File: config.mk
export PLATFORM = sky130hd
export DESIGN_NAME = mem_arbiter_flat
export DESIGN_NICKNAME = d
export VERILOG_FILES = /design/src/rtl/mem_arbiter_if.sv /design/src/rtl/mem_arbiter.sv /design/src/flat_wrapper.sv
export SDC_FILE = /design/constraint.sdc
export NUM_CORES = 1
export LEC_CHECK = 0
export BUFFER_PORTS_ARGS = -buffer_cell sky130_fd_sc_hd__buf_2
export CORE_AREA = 5 5 88 90
export DETAILED_ROUTE_END_ITERATION = 10
export DIE_AREA = 0 0 93 95
export GPL_ROUTABILITY_DRIVEN = 0
export PLACE_DENSITY = 0.63
export REMOVE_ABC_BUFFERS = 1
export SLEW_MARGIN = 0
export SYNTH_ARGS = -nofsm -noshare
export SYNTH_HDL_FRONTEND = slang
export SYNTH_SLANG_ARGS = --single-unit
File: constraint.sdc
create_clock -name clk_i -period 3.8 [get_ports clk_i]
set_input_delay 0.76 -clock clk_i [delete_from_list [all_inputs] [get_ports clk_i]]
set_output_delay 0.76 -clock clk_i [all_outputs]
set_load 0.005 [all_outputs]
File: src/rtl/mem_arbiter_if.sv
// Request/response bundle between the two memory clients, the arbiter and the memory macro.
// The slave modport is the arbiter's view; master is the clients-plus-memory side.
interface mem_arbiter_if #(
    parameter int ADDR_W = 10,
    parameter int DATA_W = 32
);
    logic              req0_valid;
    logic              req0_ready;
    logic              req0_we;
    logic [ADDR_W-1:0] req0_addr;
    logic [DATA_W-1:0] req0_wdata;
    logic              rsp0_valid;
    logic [DATA_W-1:0] rsp0_rdata;

    logic              req1_valid;
    logic              req1_ready;
    logic              req1_we;
    logic              req1_lock;
    logic [ADDR_W-1:0] req1_addr;
    logic [DATA_W-1:0] req1_wdata;
    logic              rsp1_valid;
    logic [DATA_W-1:0] rsp1_rdata;

    logic              mem_we;
    logic [ADDR_W-1:0] mem_addr;
    logic [DATA_W-1:0] mem_wdata;
    logic [DATA_W-1:0] mem_rdata;

    modport slave (
        input  req0_valid, req0_we, req0_addr, req0_wdata,
        output req0_ready, rsp0_valid, rsp0_rdata,
        input  req1_valid, req1_we, req1_lock, req1_addr, req1_wdata,
        output req1_ready, rsp1_valid, rsp1_rdata,
        output mem_we, mem_addr, mem_wdata,
        input  mem_rdata
    );

    modport master (
        output req0_valid, req0_we, req0_addr, req0_wdata,
        input  req0_ready, rsp0_valid, rsp0_rdata,
        output req1_valid, req1_we, req1_lock, req1_addr, req1_wdata,
        input  req1_ready, rsp1_valid, rsp1_rdata,
        input  mem_we, mem_addr, mem_wdata,
        output mem_rdata
    );
endinterface

File: src/rtl/mem_arbiter.sv
// Round-robin arbiter sharing one single-port memory between the CPU LSU (port 0) and the
// program loader (port 1), with a bounded burst lock for port 1 and one-cycle response pulses.
module mem_arbiter #(
    parameter int ADDR_W   = 10,
    parameter int DATA_W   = 32,
    parameter int MAX_LOCK = 16
) (
    input  logic         clk_i,
    input  logic         rstn_i,
    mem_arbiter_if.slave bus
);
    localparam int                CNT_W   = $clog2(MAX_LOCK + 1);
    localparam logic [CNT_W-1:0]  MAX_CNT = CNT_W'(MAX_LOCK);

    logic             last_q, last_d;
    logic [CNT_W-1:0] lock_cnt_q, lock_cnt_d;
    logic             pend_v_q, pend_v_d;
    logic             pend_port_q, pend_port_d;

    logic grant_v_s;
    logic grant_port_s;
    logic lock_hold_s;

    // Grant selection; port 1 keeps the grant only while its lock budget lasts
    always_comb begin
        lock_hold_s  = last_q && bus.req1_lock && (lock_cnt_q < MAX_CNT);
        grant_v_s    = 1'b0;
        grant_port_s = 1'b0;
        if (!rstn_i) begin
            grant_v_s    = 1'b0;
            grant_port_s = 1'b0;
        end else if (bus.req0_valid && bus.req1_valid) begin
            grant_v_s    = 1'b1;
            grant_port_s = lock_hold_s ? 1'b1 : ~last_q;
        end else if (bus.req0_valid) begin
            grant_v_s    = 1'b1;
            grant_port_s = 1'b0;
        end else if (bus.req1_valid) begin
            grant_v_s    = 1'b1;
            grant_port_s = 1'b1;
        end else begin
            grant_v_s    = 1'b0;
            grant_port_s = 1'b0;
        end
    end

    // Memory drive, handshake and response decode
    always_comb begin
        bus.req0_ready = grant_v_s && !grant_port_s;
        bus.req1_ready = grant_v_s && grant_port_s;
        bus.mem_we     = 1'b0;
        bus.mem_addr   = bus.req0_addr;
        bus.mem_wdata  = bus.req0_wdata;
        if (grant_port_s) begin
            bus.mem_we    = grant_v_s && bus.req1_we;
            bus.mem_addr  = bus.req1_addr;
            bus.mem_wdata = bus.req1_wdata;
        end else begin
            bus.mem_we    = grant_v_s && bus.req0_we;
            bus.mem_addr  = bus.req0_addr;
            bus.mem_wdata = bus.req0_wdata;
        end
        bus.rsp0_valid = pend_v_q && !pend_port_q;
        bus.rsp1_valid = pend_v_q && pend_port_q;
        bus.rsp0_rdata = (pend_v_q && !pend_port_q) ? bus.mem_rdata : '0;
        bus.rsp1_rdata = (pend_v_q && pend_port_q) ? bus.mem_rdata : '0;
    end

    // Next-state for round-robin pointer, pending response and lock budget
    always_comb begin
        last_d      = last_q;
        pend_v_d    = grant_v_s;
        pend_port_d = pend_port_q;
        lock_cnt_d  = lock_cnt_q;
        if (grant_v_s) begin
            last_d      = grant_port_s;
            pend_port_d = grant_port_s;
        end else begin
            last_d      = last_q;
            pend_port_d = pend_port_q;
        end
        // A locked grant following a port 1 grant extends the burst; any fresh one restarts at 1
        if (!bus.req1_lock) begin
            lock_cnt_d = '0;
        end else if (grant_v_s && grant_port_s) begin
            if (last_q) begin
                lock_cnt_d = (lock_cnt_q < MAX_CNT) ? lock_cnt_q + CNT_W'(1) : MAX_CNT;
            end else begin
                lock_cnt_d = CNT_W'(1);
            end
        end else if (grant_v_s) begin
            lock_cnt_d = '0;
        end else begin
            lock_cnt_d = lock_cnt_q;
        end
    end

    // State registers; reset favours port 0 on the first contention
    always_ff @(posedge clk_i or negedge rstn_i) begin
        if (!rstn_i) begin
            last_q      <= 1'b1;
            lock_cnt_q  <= '0;
            pend_v_q    <= 1'b0;
            pend_port_q <= 1'b0;
        end else begin
            last_q      <= last_d;
            lock_cnt_q  <= lock_cnt_d;
            pend_v_q    <= pend_v_d;
            pend_port_q <= pend_port_d;
        end
    end
endmodule

File: src/flat_wrapper.sv
// flat-port wrapper written by rule: the top's interface ports become plain ports
module mem_arbiter_flat 
#(
    parameter int ADDR_W   = 10,
    parameter int DATA_W   = 32,
    parameter int MAX_LOCK = 16
)
  (clk_i, rstn_i, bus_req0_valid, bus_req0_we, bus_req0_addr, bus_req0_wdata, bus_req0_ready, bus_rsp0_valid, bus_rsp0_rdata, bus_req1_valid, bus_req1_we, bus_req1_lock, bus_req1_addr, bus_req1_wdata, bus_req1_ready, bus_rsp1_valid, bus_rsp1_rdata, bus_mem_we, bus_mem_addr, bus_mem_wdata, bus_mem_rdata);
  mem_arbiter_if #(.ADDR_W(ADDR_W), .DATA_W(DATA_W)) bus_i ();
  input  logic clk_i;
  input  logic rstn_i;
  input wire logic [$bits(bus_i.req0_valid)-1:0] bus_req0_valid;
  input wire logic [$bits(bus_i.req0_we)-1:0] bus_req0_we;
  input wire logic [$bits(bus_i.req0_addr)-1:0] bus_req0_addr;
  input wire logic [$bits(bus_i.req0_wdata)-1:0] bus_req0_wdata;
  output wire logic [$bits(bus_i.req0_ready)-1:0] bus_req0_ready;
  output wire logic [$bits(bus_i.rsp0_valid)-1:0] bus_rsp0_valid;
  output wire logic [$bits(bus_i.rsp0_rdata)-1:0] bus_rsp0_rdata;
  input wire logic [$bits(bus_i.req1_valid)-1:0] bus_req1_valid;
  input wire logic [$bits(bus_i.req1_we)-1:0] bus_req1_we;
  input wire logic [$bits(bus_i.req1_lock)-1:0] bus_req1_lock;
  input wire logic [$bits(bus_i.req1_addr)-1:0] bus_req1_addr;
  input wire logic [$bits(bus_i.req1_wdata)-1:0] bus_req1_wdata;
  output wire logic [$bits(bus_i.req1_ready)-1:0] bus_req1_ready;
  output wire logic [$bits(bus_i.rsp1_valid)-1:0] bus_rsp1_valid;
  output wire logic [$bits(bus_i.rsp1_rdata)-1:0] bus_rsp1_rdata;
  output wire logic [$bits(bus_i.mem_we)-1:0] bus_mem_we;
  output wire logic [$bits(bus_i.mem_addr)-1:0] bus_mem_addr;
  output wire logic [$bits(bus_i.mem_wdata)-1:0] bus_mem_wdata;
  input wire logic [$bits(bus_i.mem_rdata)-1:0] bus_mem_rdata;
  assign bus_i.req0_valid = bus_req0_valid;
  assign bus_i.req0_we = bus_req0_we;
  assign bus_i.req0_addr = bus_req0_addr;
  assign bus_i.req0_wdata = bus_req0_wdata;
  assign bus_req0_ready = bus_i.req0_ready;
  assign bus_rsp0_valid = bus_i.rsp0_valid;
  assign bus_rsp0_rdata = bus_i.rsp0_rdata;
  assign bus_i.req1_valid = bus_req1_valid;
  assign bus_i.req1_we = bus_req1_we;
  assign bus_i.req1_lock = bus_req1_lock;
  assign bus_i.req1_addr = bus_req1_addr;
  assign bus_i.req1_wdata = bus_req1_wdata;
  assign bus_req1_ready = bus_i.req1_ready;
  assign bus_rsp1_valid = bus_i.rsp1_valid;
  assign bus_rsp1_rdata = bus_i.rsp1_rdata;
  assign bus_mem_we = bus_i.mem_we;
  assign bus_mem_addr = bus_i.mem_addr;
  assign bus_mem_wdata = bus_i.mem_wdata;
  assign bus_i.mem_rdata = bus_mem_rdata;
  mem_arbiter #(.ADDR_W(ADDR_W), .DATA_W(DATA_W), .MAX_LOCK(MAX_LOCK)) u_core (.clk_i(clk_i), .rstn_i(rstn_i), .bus(bus_i));
endmodule
### Word level (Yosys, flattened, before mapping)

Index checks and enable logic that the tools add are counted.

* flip-flop bits (word level): 8
* output and inout port bits: 111

* bitwise logic cells: 1
* add/subtract/negate cells: 1
* order comparisons: 1
* muxes and demuxes: 18
* reductions and logical operators: 11
* equality and inequality tests: 1

Operators with widths (count)
* $mux W32: 3
* $mux W5: 5
* $mux W10: 1
* $logic_and A1 B1 Y1: 9
* $mux W1: 9
* $add A5 B1 Y5 const B: 1
* $lt A5 B5 Y1 const B: 1
* $ne A3 B1 Y1 const B: 1
* $logic_not A1 Y1: 2
* $not A1 Y1: 1

### Longest topological paths before layout

Gate-level depths: netlist of the first run.

* word-level depth: 8
* gate-level depth with buffers: 6
* gate-level depth less buffers: 5

### Worst setup path before layout of the first run

OpenSTA, ideal clock, no wires.

* path type: input to output
* start: in bus_req1_lock
* end: out bus_mem_wdata[23]
* stages: 6
* arrival time: 1.552 ns
* data required time: 3.040 ns
* slack: 1.488 ns
* path through: nor2b_1 o211ai_4 inv_2 buf_2 nand2_1 nand2_1

* word-level cells in the longest chain between the ends: 6

RTL lines
* start: declaration: line flat_wrapper.sv:21 `input wire logic [$bits(bus_i.req1_lock)-1:0] bus_req1_lock;`
* $logic_and A1 B1 Y1 (2 in series): line mem_arbiter.sv:26 `lock_hold_s = last_q && bus.req1_lock && (lock_cnt_q < MAX_CNT);`
* $mux W1: line mem_arbiter.sv:34 `grant_port_s = lock_hold_s ? 1'b1 : ~last_q;`
* $mux W1: line mem_arbiter.sv:32 `end else if (bus.req0_valid && bus.req1_valid) begin`
* $mux W1: line mem_arbiter.sv:29 `if (!rstn_i) begin`
* $mux W32: line mem_arbiter.sv:54 `if (grant_port_s) begin`
* end: declaration: line flat_wrapper.sv:29 `output wire logic [$bits(bus_i.mem_wdata)-1:0] bus_mem_wdata;`

Every way passes these cells.

### Worst setup path after layout of the first run

* start: in bus_req1_lock
* end: out bus_mem_we

* word-level cells in the longest chain between the ends: 6

RTL lines
* $logic_and A1 B1 Y1 (2 in series): line mem_arbiter.sv:26
* $mux W1: line mem_arbiter.sv:34
* $mux W1: line mem_arbiter.sv:32
* $mux W1: line mem_arbiter.sv:29
* $mux W1: line mem_arbiter.sv:54
* end: declaration: line flat_wrapper.sv:27 `output wire logic [$bits(bus_i.mem_we)-1:0] bus_mem_we;`

Every way passes these cells.

==> flow_summary_export.csv, run 1 <==
group,metric,value,unit
outcome,status,"completed",
clocking,postCtsResizedCells,0,
sta,fin_crit,2.87,ns
layout,area_delta_synth_final,91.0,%
global_routing,antenna_found_initial,0,
sta,max_slew_margin,50.5,%
layout,multiInputGateArea,1100,µm²
layout,final_nets,605,
logic_synthesis,synth_area_leaders,"nand2_1, and2_1, and3_1",
global_routing,grt_max_degree,47,
clocking,numCtsBuffers,3,
sta,rsz0062_at_grt,"no",
sta,tightest_slew,0.738,ns
power_and_ir_drop,ir_worst_vdd,90.8,µV
clocking,cts_root_buf,"clkbuf_8",
setup_path,worstPathRequired,3.04,ns
setup_path,cp-startpoint,"bus_req1_lock",
layout,fillers,755,
setup_path,cp_max_fo,46,
setup_path,cp-endpoint,"bus_mem_we",
sta,hold_viol_final,0,
routing,drtIter0Drc,81,
setup_path,critical_path.endpoint_type,"output pin",
logic_synthesis,synth_cells,257,
layout,mostFrequentLayoutCell,"buf_2",
logic_synthesis,ys_types,24,
clocking,clk_pin_slew,0.04,ns
sta,setup_tns,0,ns
clocking,clk_latency,0.23,ns
layout,utilization,38.0,%
sta,finalMaxSlewViolations,0,
clocking,clk_path_buf_depth,2,
logic_synthesis,synth_area_per_cell,5.41,µm²
logic_synthesis,yosysTopAreaCellShare,36.7,%
global_routing,grt_usage,14.7,%
setup_path,critPathKind,"in -> out",
floorplan,start_util,19.9,%
run,drv_cap,0,
clocking,cts-hold-fix-buffers,0,
setup_path,r2r_slack,2.04,ns
logic_synthesis,ys_seq_elements,8,
power_and_ir_drop,leakagePower,1.90,nW
floorplan,die_w,93,µm
sta,fin_crit_sh,75.7,%
layout,mostFrequentLayoutCells,"buf_2, nand2_1, and2_1",
clocking,h-tree-depth,1,
setup_path,crit-reg2reg-launch,"u_core.lock_cnt_q[4]",
layout,stdcell_count,562,
logic_synthesis,ys_seq_area_share,14.5,%
setup_path,arrival,2.11,ns
global_routing,grt_pass1_wl,10.7,mm
logic_synthesis,yosys_warnings,0,
layout,n_antenna_cell,0,
floorplan,row_count,31,
sta,clock.fmax,348,MHz
floorplan,ios,234,
layout,drive_gt1_share,50.6,%
floorplan,die_h,95,µm
power_and_ir_drop,p_per_area,179,nW/µm²
routing,wl,7.25,mm
global_routing,grt_pass1_vias,2225,
min_path,hold_class,"in -> async",
floorplan,die_area,8840,µm²
placed_design,dpl_cell_area,2610,µm²
setup_path,rr_worst_depth,5,
setup_path,crit_path_start_kind,"primary input",
logic_synthesis,syn_area,1390,µm²
routing,drc_errors,0,
routing,wire_per_inst,12.9,µm
floorplan,coreArea,6980,µm²
routing,vias,2501,
sta,setup_violations,0,
routing,antenna_left,0,
clocking,numClockSinks,8,
placed_design,place_inst,558,
layout,final_cell_area,2660,µm²
logic_synthesis,yosysTopAreaCell,"nand2_1",
clocking,cts_tree,"built",
placed_design,dpl.hpwl,6.10,mm
layout,regArea,201,µm²
sta,fin_skew,0.00701,ns
routing,drt_pass1_iterations,4,
sta,fin_hold_ws,0.389,ns
global_routing,overflow,0,
placed_design,port_buffers,233,
routing,viasPerCell,4.45,
setup_path,r2r_end,"u_core.lock_cnt_q[0]",
clocking,post_cts_buffers,0,
[worst min-delay path by stage]
stage / endpoint / from / slack (ns)
6_report: u_core.pend_v_q / rstn_i / 0.39
5_1_grt: u_core.pend_v_q / rstn_i / 0.40
4_1_cts: u_core.pend_v_q / rstn_i / 0.40
3_5_place_dp: u_core.last_q / u_core.last_q / 0.47
3_3_place_gp: u_core.last_q / u_core.last_q / 0.46
2_1_floorplan: u_core.last_q / u_core.last_q / 0.45
[through the flow]
stage          setup slack [ns]  power [W]
5_1_grt                   0.748   0.000520
6_report                  0.925   0.000476
4_1_cts                   0.875   0.000483
3_3_place_gp              0.919   0.000371
3_5_place_dp              0.880   0.000373
2_1_floorplan             0.806   0.000204
[synth_stat cells]
cell / n
a21oi_1: 5
ha_1: 1
inv_2: 1
and2_1: 34
dfstp_2: 1
nand3_1: 2
nor4b_1: 1
buf_2: 9
a41oi_1: 1
o21ai_0: 2
o211ai_4: 1
a31oi_1: 1
nor2b_1: 3
nand2_1: 136
nand3b_1: 2
or4_1: 1
nand2b_1: 1
inv_1: 2
clkbuf_1: 9
dfrtp_1: 7
nor2_1: 3
o21ai_1: 1
and3_1: 32
a22o_1: 1
[registers in the layout, summed over array words and instances, names as in the netlist]
name,count
u_core.pend_v_q,1
u_core.last_q,1
u_core.lock_cnt_q,5
u_core.pend_port_q,1
[area by class of cell]
| cell class | count | share of cell area (%) |
|---|---|---|
| multi-input cells | 228 | 41.4 |
| clock buffers | 4 | 1.70 |
| well taps | 82 | 3.86 |
| flip-flops and latches | 8 | 7.59 |
| inverters | 3 | 0.424 |
| repair buffers | 237 | 45.1 |
[power by group]
| part | internal, W | total (W) | switching (W) |
|---|---|---|---|
| Sequential | 0.0000911 | 0.0000941 | 0.00000298 |
| Clock | 0.0000727 | 0.000106 | 0.0000334 |
| Combinational | 0.000137 | 0.000275 | 0.000138 |
[worst max-delay path: stages]
cell and delay (ns):
buf_2 0.11, nor2b_1 0.22, o211ai_4 0.10, inv_2 0.54, nand2_1 0.11, a21oi_1 0.13
buf_2 0.13
[routing by layer]
layer	routed length (µm)	global-route usage (%)	part of all wire, %
met3	799	3.27	11
met5	0	0	0
met1	2840	17.2	39
met4	112	3.05	1.5
met2	3490	27.2	48
[kinds of logic (layout without fill, tap and decap cells)]
family / after synthesis / count (layout) / synth area share [%]
AND/OR/NAND/NOR: 215 / 215 / 72.0
buffers and inverters: 21 / 244 / 6.48
AO/OA/AOI/OAI: 12 / 12 / 6.12
flip-flops: 8 / 8 / 14.5
adder cells (fa/ha/maj): 1 / 1 / 0.900
Note: power is estimated with default switching activity, not from simulation.
==> run 2: changes to the inputs <==
--- a/config.mk
+++ b/config.mk
@@ -5,12 +5,13 @@
 export SDC_FILE = /design/constraint.sdc
 export NUM_CORES = 1
 export LEC_CHECK = 0
+export ABC_AREA = 1
 export BUFFER_PORTS_ARGS = -buffer_cell sky130_fd_sc_hd__buf_2
-export CORE_AREA = 5 5 88 90
+export CORE_AREA = 5 5 87 89
 export DETAILED_ROUTE_END_ITERATION = 10
-export DIE_AREA = 0 0 93 95
+export DIE_AREA = 0 0 92 94
 export GPL_ROUTABILITY_DRIVEN = 0
-export PLACE_DENSITY = 0.63
+export PLACE_DENSITY = 0.67
 export REMOVE_ABC_BUFFERS = 1
 export SLEW_MARGIN = 0
 export SYNTH_ARGS = -nofsm -noshare
==> constraint.sdc (replaced) <==
create_clock -name clk_i -period 2.6 [get_ports clk_i]
set_input_delay 0.52 -clock clk_i [delete_from_list [all_inputs] [get_ports clk_i]]
set_output_delay 0.52 -clock clk_i [all_outputs]
set_load 0.005 [all_outputs]
==> run 2 against run 1 <==
Hold slack got worse by 0.25 ns. Highest routed layer unchanged. Critical path type unchanged. Non-clock buffer count decreased by 1. Clock skew decreased by 0.0027 ns. Sequential power increased by 46%.
==> flow_summary_export.csv, run 2 <==
group,metric,value,unit
setup_path,slowest_stage,"inv_6",
routing,antenna_left,0,
setup_path,max_stage_delay,0.28,ns
logic_synthesis,async_reset_ff_share,100,%
sta,setup_tns,0,ns
clocking,numCtsBuffers,3,
routing,drtIter0Drc,59,
setup_path,crit_path_start_kind,"primary input",
logic_synthesis,synth_cells,300,
power_and_ir_drop,leakagePower,2.00,nW
routing,drt_pass1_iterations,4,
routing,viasPerCell,4.13,
power_and_ir_drop,power.share.sequential,19.4,%
sta,hold_viol_final,0,
floorplan,die_area,8650,µm²
sta,rsz0062_at_grt,"no",
sta,fin_skew,0.00433,ns
logic_synthesis,ys_seq_elements,8,
run,drv_cap,0,
clocking,clk_pin_slew,0.04,ns
layout,fillers,756,
logic_synthesis,yosysTopAreaCell,"nand2_1",
min_path,hold_class,"in -> async",
power_and_ir_drop,p_per_area,268,nW/µm²
outcome,status,"completed",
global_routing,grt_usage,15.4,%
logic_synthesis,yosys_warnings,0,
layout,top_register,"u_core.lock_cnt_q",
sta,fin_crit,2.23,ns
sta,fin_crit_sh,85.6,%
logic_synthesis,yosysTopAreaCellShare,38.5,%
routing,wire_per_inst,12.2,µm
global_routing,grt_pass1_wl,11.1,mm
clocking,cts_tree,"built",
logic_synthesis,synthTopCellsByCount,"nand2_1, nor2_1, inv_1",
logic_synthesis,syn_area,1400,µm²
clocking,cts_root_buf,"clkbuf_8",
routing,vias,2503,
global_routing,antenna_found_initial,0,
floorplan,row_count,30,
sta,clock.fmax,449,MHz
routing,wl,7.40,mm
layout,drive_gt1_share,47.3,%
setup_path,critPathBufInv,4,
sta,setup_violations,0,
floorplan,coreArea,6680,µm²
placed_design,dpl.hpwl,6.43,mm
routing,drc_errors,0,
global_routing,grt_pass1_vias,2371,
floorplan,die_h,94,µm
layout,mostFrequentLayoutCell,"buf_2",
logic_synthesis,yosys.cell_count.top_type,"nand2_1",
logic_synthesis,synth_area_per_cell,4.68,µm²
clocking,cts-hold-fix-buffers,0,
setup_path,cp_max_fo,46,
logic_synthesis,synth-edff-count,0,
clocking,numClockSinks,8,
power_and_ir_drop,p_clk_share,22.0,%
global_routing,grt_max_degree,47,
setup_path,path_delay_family,"buffers and inverters",
clocking,clk_latency,0.23,ns
logic_synthesis,ys_types,19,
clocking,h-tree-depth,1,
setup_path,critPathKind,"in -> out",
setup_path,arrival,1.71,ns
setup_path,worstPathRequired,2.08,ns
power_and_ir_drop,p_sw_share,38.5,%
logic_synthesis,ys_seq_area_share,14.3,%
layout,utilization,39.6,%
power_and_ir_drop,total_power,0.000709,W
setup_path,critical_path.endpoint_type,"output pin",
logic_synthesis,synth_area_leaders,"nand2_1, nor2_1, dfrtp_1",
power_and_ir_drop,p_sw,0.000273,W
power_and_ir_drop,intPower,0.000435,W
sta,tightest_slew,0.321,ns
clocking,post_cts_buffers,0,
layout,n_antenna_cell,0,
placed_design,port_buffers,233,
floorplan,die_w,92,µm
clocking,postCtsResizedCells,0,
sta,finalMaxSlewViolations,0,
layout,mostFrequentLayoutCells,"buf_2, nand2_1, nor2_1",
setup_path,cp_cell_sequence,"buf_2 > nand2_2 > inv_2 > nand2_8 > inv_6 > nand2_1 > nand2_1 > buf_2",
logic_synthesis,synth-main-ff-cell,"dfrtp_1",
layout,largest_register_ffs,5,
power_and_ir_drop,p_comb_share,58.6,%
sta,max_slew_margin,78.6,%
layout,area_delta_synth_final,88.3,%
floorplan,start_util,21.0,%
power_and_ir_drop,ir_worst_vdd,124,µV
layout,final_nets,651,
clocking,clk_path_buf_depth,2,
global_routing,overflow,0,
floorplan,ios,234,
==> run 2: path summary, 6_finish.rpt <==
check,start,end,slack [ns],cells after the start
max,rstn_i,bus_mem_addr[9],0.37,8
min,rstn_i,u_core.lock_cnt_q[4],0.14,1
max reg2reg,u_core.last_q,u_core.lock_cnt_q[0],1.27,7
min reg2reg,u_core.last_q,u_core.last_q,0.51,2
max in group asynchronous,rstn_i,u_core.last_q,2.20,1
min in group clk_i,u_core.last_q,u_core.last_q,0.51,2
==> run 2: power groups by stage <==
stage / registers, W / logic (W) / clock network, W
floorplan: 0.000137 / 0.000172 / 0
global placement: 0.000139 / 0.000418 / 0
detailed placement: 0.000139 / 0.000420 / 0
CTS: 0.000137 / 0.000422 / 0.000160
global route: 0.000138 / 0.000471 / 0.000167
finish: 0.000137 / 0.000415 / 0.000156
==> run 2: routing by layer <==
layer | global-route usage, % | up-vias | wire [µm]
met5 | 0 | - | 0
met4 | 3.22 | 0 | 59
met3 | 3.61 | 6 | 898
met2 | 28.0 | 157 | 3600
met1 | 18.3 | 1026 | 2840
li1 | - | 1314 | -
==> run 2: kinds of logic (layout without fill, tap and decap cells) <==
kind of cell    count (synthesis)  in the layout  synth area share [%]
simple gates                  223            223                  62.2
buf+inv                        59            285                  19.1
flops                           8              8                  14.3
compound gates                  9              9                  3.48
fa+ha+maj                       1              1                 0.891
==> run 2: cell type report <==
class	instances	area, µm²	share of cell area [%]
timing repair buffer	236	1190	45.0
clock buffer	4	45.0	1.70
tap	80	100	3.79
sequential	8	201	7.62
multi-input combinational	233	935	35.4
inverter	45	174	6.58
==> run 2: through the flow <==
stage	instances	hold slack (ns)	area, µm²	setup WS, ns
after CTS	606	0.143	2640	0.358
final	606	0.142	2640	0.374
after global routing	606	0.158	2640	0.211
after floorplan	286	0.224	1310	0.812
after detailed placement	602	0.390	2600	0.360
after global placement	602	0.380	2600	0.385
==> run 3: changes to the inputs <==
--- a/config.mk
+++ b/config.mk
@@ -11,7 +11,7 @@
 export DETAILED_ROUTE_END_ITERATION = 10
 export DIE_AREA = 0 0 92 94
 export GPL_ROUTABILITY_DRIVEN = 0
-export PLACE_DENSITY = 0.67
+export PLACE_DENSITY = 0.64
 export REMOVE_ABC_BUFFERS = 1
 export SLEW_MARGIN = 0
 export SYNTH_ARGS = -nofsm -noshare
==> run 3 against run 2 <==
Cell count is the same. Global-route usage shrank 0.56 points. Worst setup slack got worse by 0.0084 ns. Critical endpoint is now bus_mem_addr[3]. Highest routed layer unchanged.
==> flow_summary_export.csv, run 3 (synthesis results as in run 2) <==
group,metric,value,unit
global_routing,grt_pass1_vias,2385,
setup_path,cp_cell_sequence,"nand2_1 > inv_2 > nand2_4 > nand2_8 > buf_4 > nand2_1 > nand2_1 > buf_2",
sta,setup_violations,0,
routing,drtIter0Drc,39,
global_routing,antenna_found_initial,0,
setup_path,critPathBufInv,3,
power_and_ir_drop,intPower,0.000436,W
sta,rsz0062_at_grt,"no",
setup_path,max_stage_delay,0.54,ns
routing,drc_errors,0,
layout,stdcell_count,606,
global_routing,grt_usage,14.8,%
routing,antenna_left,0,
setup_path,slowest_stage,"dfstp_2",
placed_design,port_buffers,233,
routing,drt_pass1_iterations,4,
clocking,cts-hold-fix-buffers,0,
layout,fillers,784,
setup_path,path_delay_family,"flip-flops",
layout,utilization,39.6,%
layout,mostFrequentLayoutCell,"buf_2",
layout,top_register,"u_core.lock_cnt_q",
placed_design,dpl.hpwl,6.39,mm
floorplan,die_h,94,µm
clocking,numClockSinks,8,
setup_path,crit_path_frequent_cell,"nand2_1",
sta,fin_crit,2.23,ns
setup_path,rr_worst_depth,7,
power_and_ir_drop,p_per_area,267,nW/µm²
sta,clock.fmax,447,MHz
layout,final_nets,651,
clocking,h-tree-depth,1,
sta,hold_viol_final,0,
power_and_ir_drop,ir_worst_vdd,163,µV
power_and_ir_drop,p_clk_share,22.3,%
layout,n_antenna_cell,0,
floorplan,ios,234,
floorplan,start_util,21.0,%
setup_path,crit_path_start_kind,"flip-flop",
routing,viasPerCell,4.12,
sta,fin_skew,0.00363,ns
setup_path,cp_max_fo,42,
clocking,clk_pin_slew,0.04,ns
layout,mostFrequentLayoutCells,"buf_2, nand2_1, nor2_1",
setup_path,worstPathRequired,2.08,ns
power_and_ir_drop,p_sw_share,38.4,%
layout,regArea,201,µm²
setup_path,crit-reg2reg-launch,"u_core.lock_cnt_q[4]",
clocking,cts_root_buf,"clkbuf_8",
setup_path,r2r_end,"u_core.lock_cnt_q[0]",
min_path,hold_class,"in -> async",
clocking,post_cts_buffers,0,
sta,fin_hold_ws,0.144,ns
floorplan,die_w,92,µm
routing,vias,2494,
global_routing,grt_max_degree,47,
layout,multiInputGateArea,935,µm²
power_and_ir_drop,power.share.sequential,19.4,%
sta,finalMaxSlewViolations,0,
clocking,postCtsResizedCells,0,
global_routing,overflow,0,
floorplan,die_area,8650,µm²
layout,largest_register_ffs,5,
clocking,cts_tree,"built",
sta,fin_crit_sh,86.0,%
clocking,clk_latency,0.23,ns
placed_design,place_inst,602,
power_and_ir_drop,p_comb_share,58.4,%
global_routing,grt_pass1_wl,10.7,mm
setup_path,r2r_slack,1.38,ns
setup_path,critPathKind,"reg -> out",
routing,wl,7.32,mm
sta,setup_tns,0,ns
run,drv_cap,0,
sta,tightest_slew,0.382,ns
routing,wire_per_inst,12.1,µm
sta,max_slew_margin,74.6,%
layout,drive_gt1_share,47.3,%
setup_path,arrival,1.71,ns
setup_path,critical_path.endpoint_type,"output pin",
power_and_ir_drop,leakagePower,2.00,nW
floorplan,coreArea,6680,µm²
clocking,numCtsBuffers,3,
layout,area_delta_synth_final,88.3,%
clocking,clk_path_buf_depth,2,
power_and_ir_drop,p_sw,0.000271,W
floorplan,row_count,30,
outcome,status,"completed",
run 3: cell type report:
cell class / count / share of cell area, %
clock buffers: 4 / 1.70
well taps: 80 / 3.79
multi-input cells: 233 / 35.4
inverters: 45 / 6.58
repair buffers: 236 / 45.0
flip-flops and latches: 8 / 7.62
run 3: worst max path at each step:
stage / startpoint / to / depth (start not counted) / slack, ns
2_1_floorplan: rstn_i / bus_mem_we / 6 / 0.81
3_3_place_gp: rstn_i / bus_mem_addr[1] / 8 / 0.35
3_5_place_dp: rstn_i / bus_mem_addr[1] / 8 / 0.36
4_1_cts: u_core.last_q / bus_mem_addr[1] / 8 / 0.34
5_1_grt: rstn_i / bus_mem_addr[1] / 8 / 0.26
6_report: u_core.last_q / bus_mem_addr[3] / 8 / 0.37
run 3: routing by layer:
metal | share of wire [%] | wire length [µm] | vias up | global-route usage, %
met4 | 1.2 | 91 | 0 | 3.34
met5 | 0 | 0 | - | 0
met2 | 51 | 3740 | 154 | 29.1
met3 | 12 | 912 | 8 | 5.21
met1 | 35 | 2580 | 1021 | 14.9
li1 | - | - | 1311 | -
run 3: power groups by stage:
stage	logic [W]	registers [W]	clock network [W]
after CTS	0.000421	0.000137	0.000163
final	0.000413	0.000137	0.000157
after global routing	0.000468	0.000137	0.000170
after detailed placement	0.000418	0.000139	0
after global placement	0.000417	0.000138	0
after floorplan	0.000172	0.000137	0
run 3: metrics by stage:
step	total power [W]	instance area [µm²]	setup WS, ns
floorplan	0.000310	1310	0.812
global placement	0.000556	2600	0.351
detailed placement	0.000557	2600	0.355
CTS	0.000721	2640	0.340
global route	0.000776	2640	0.263
finish	0.000707	2640	0.365
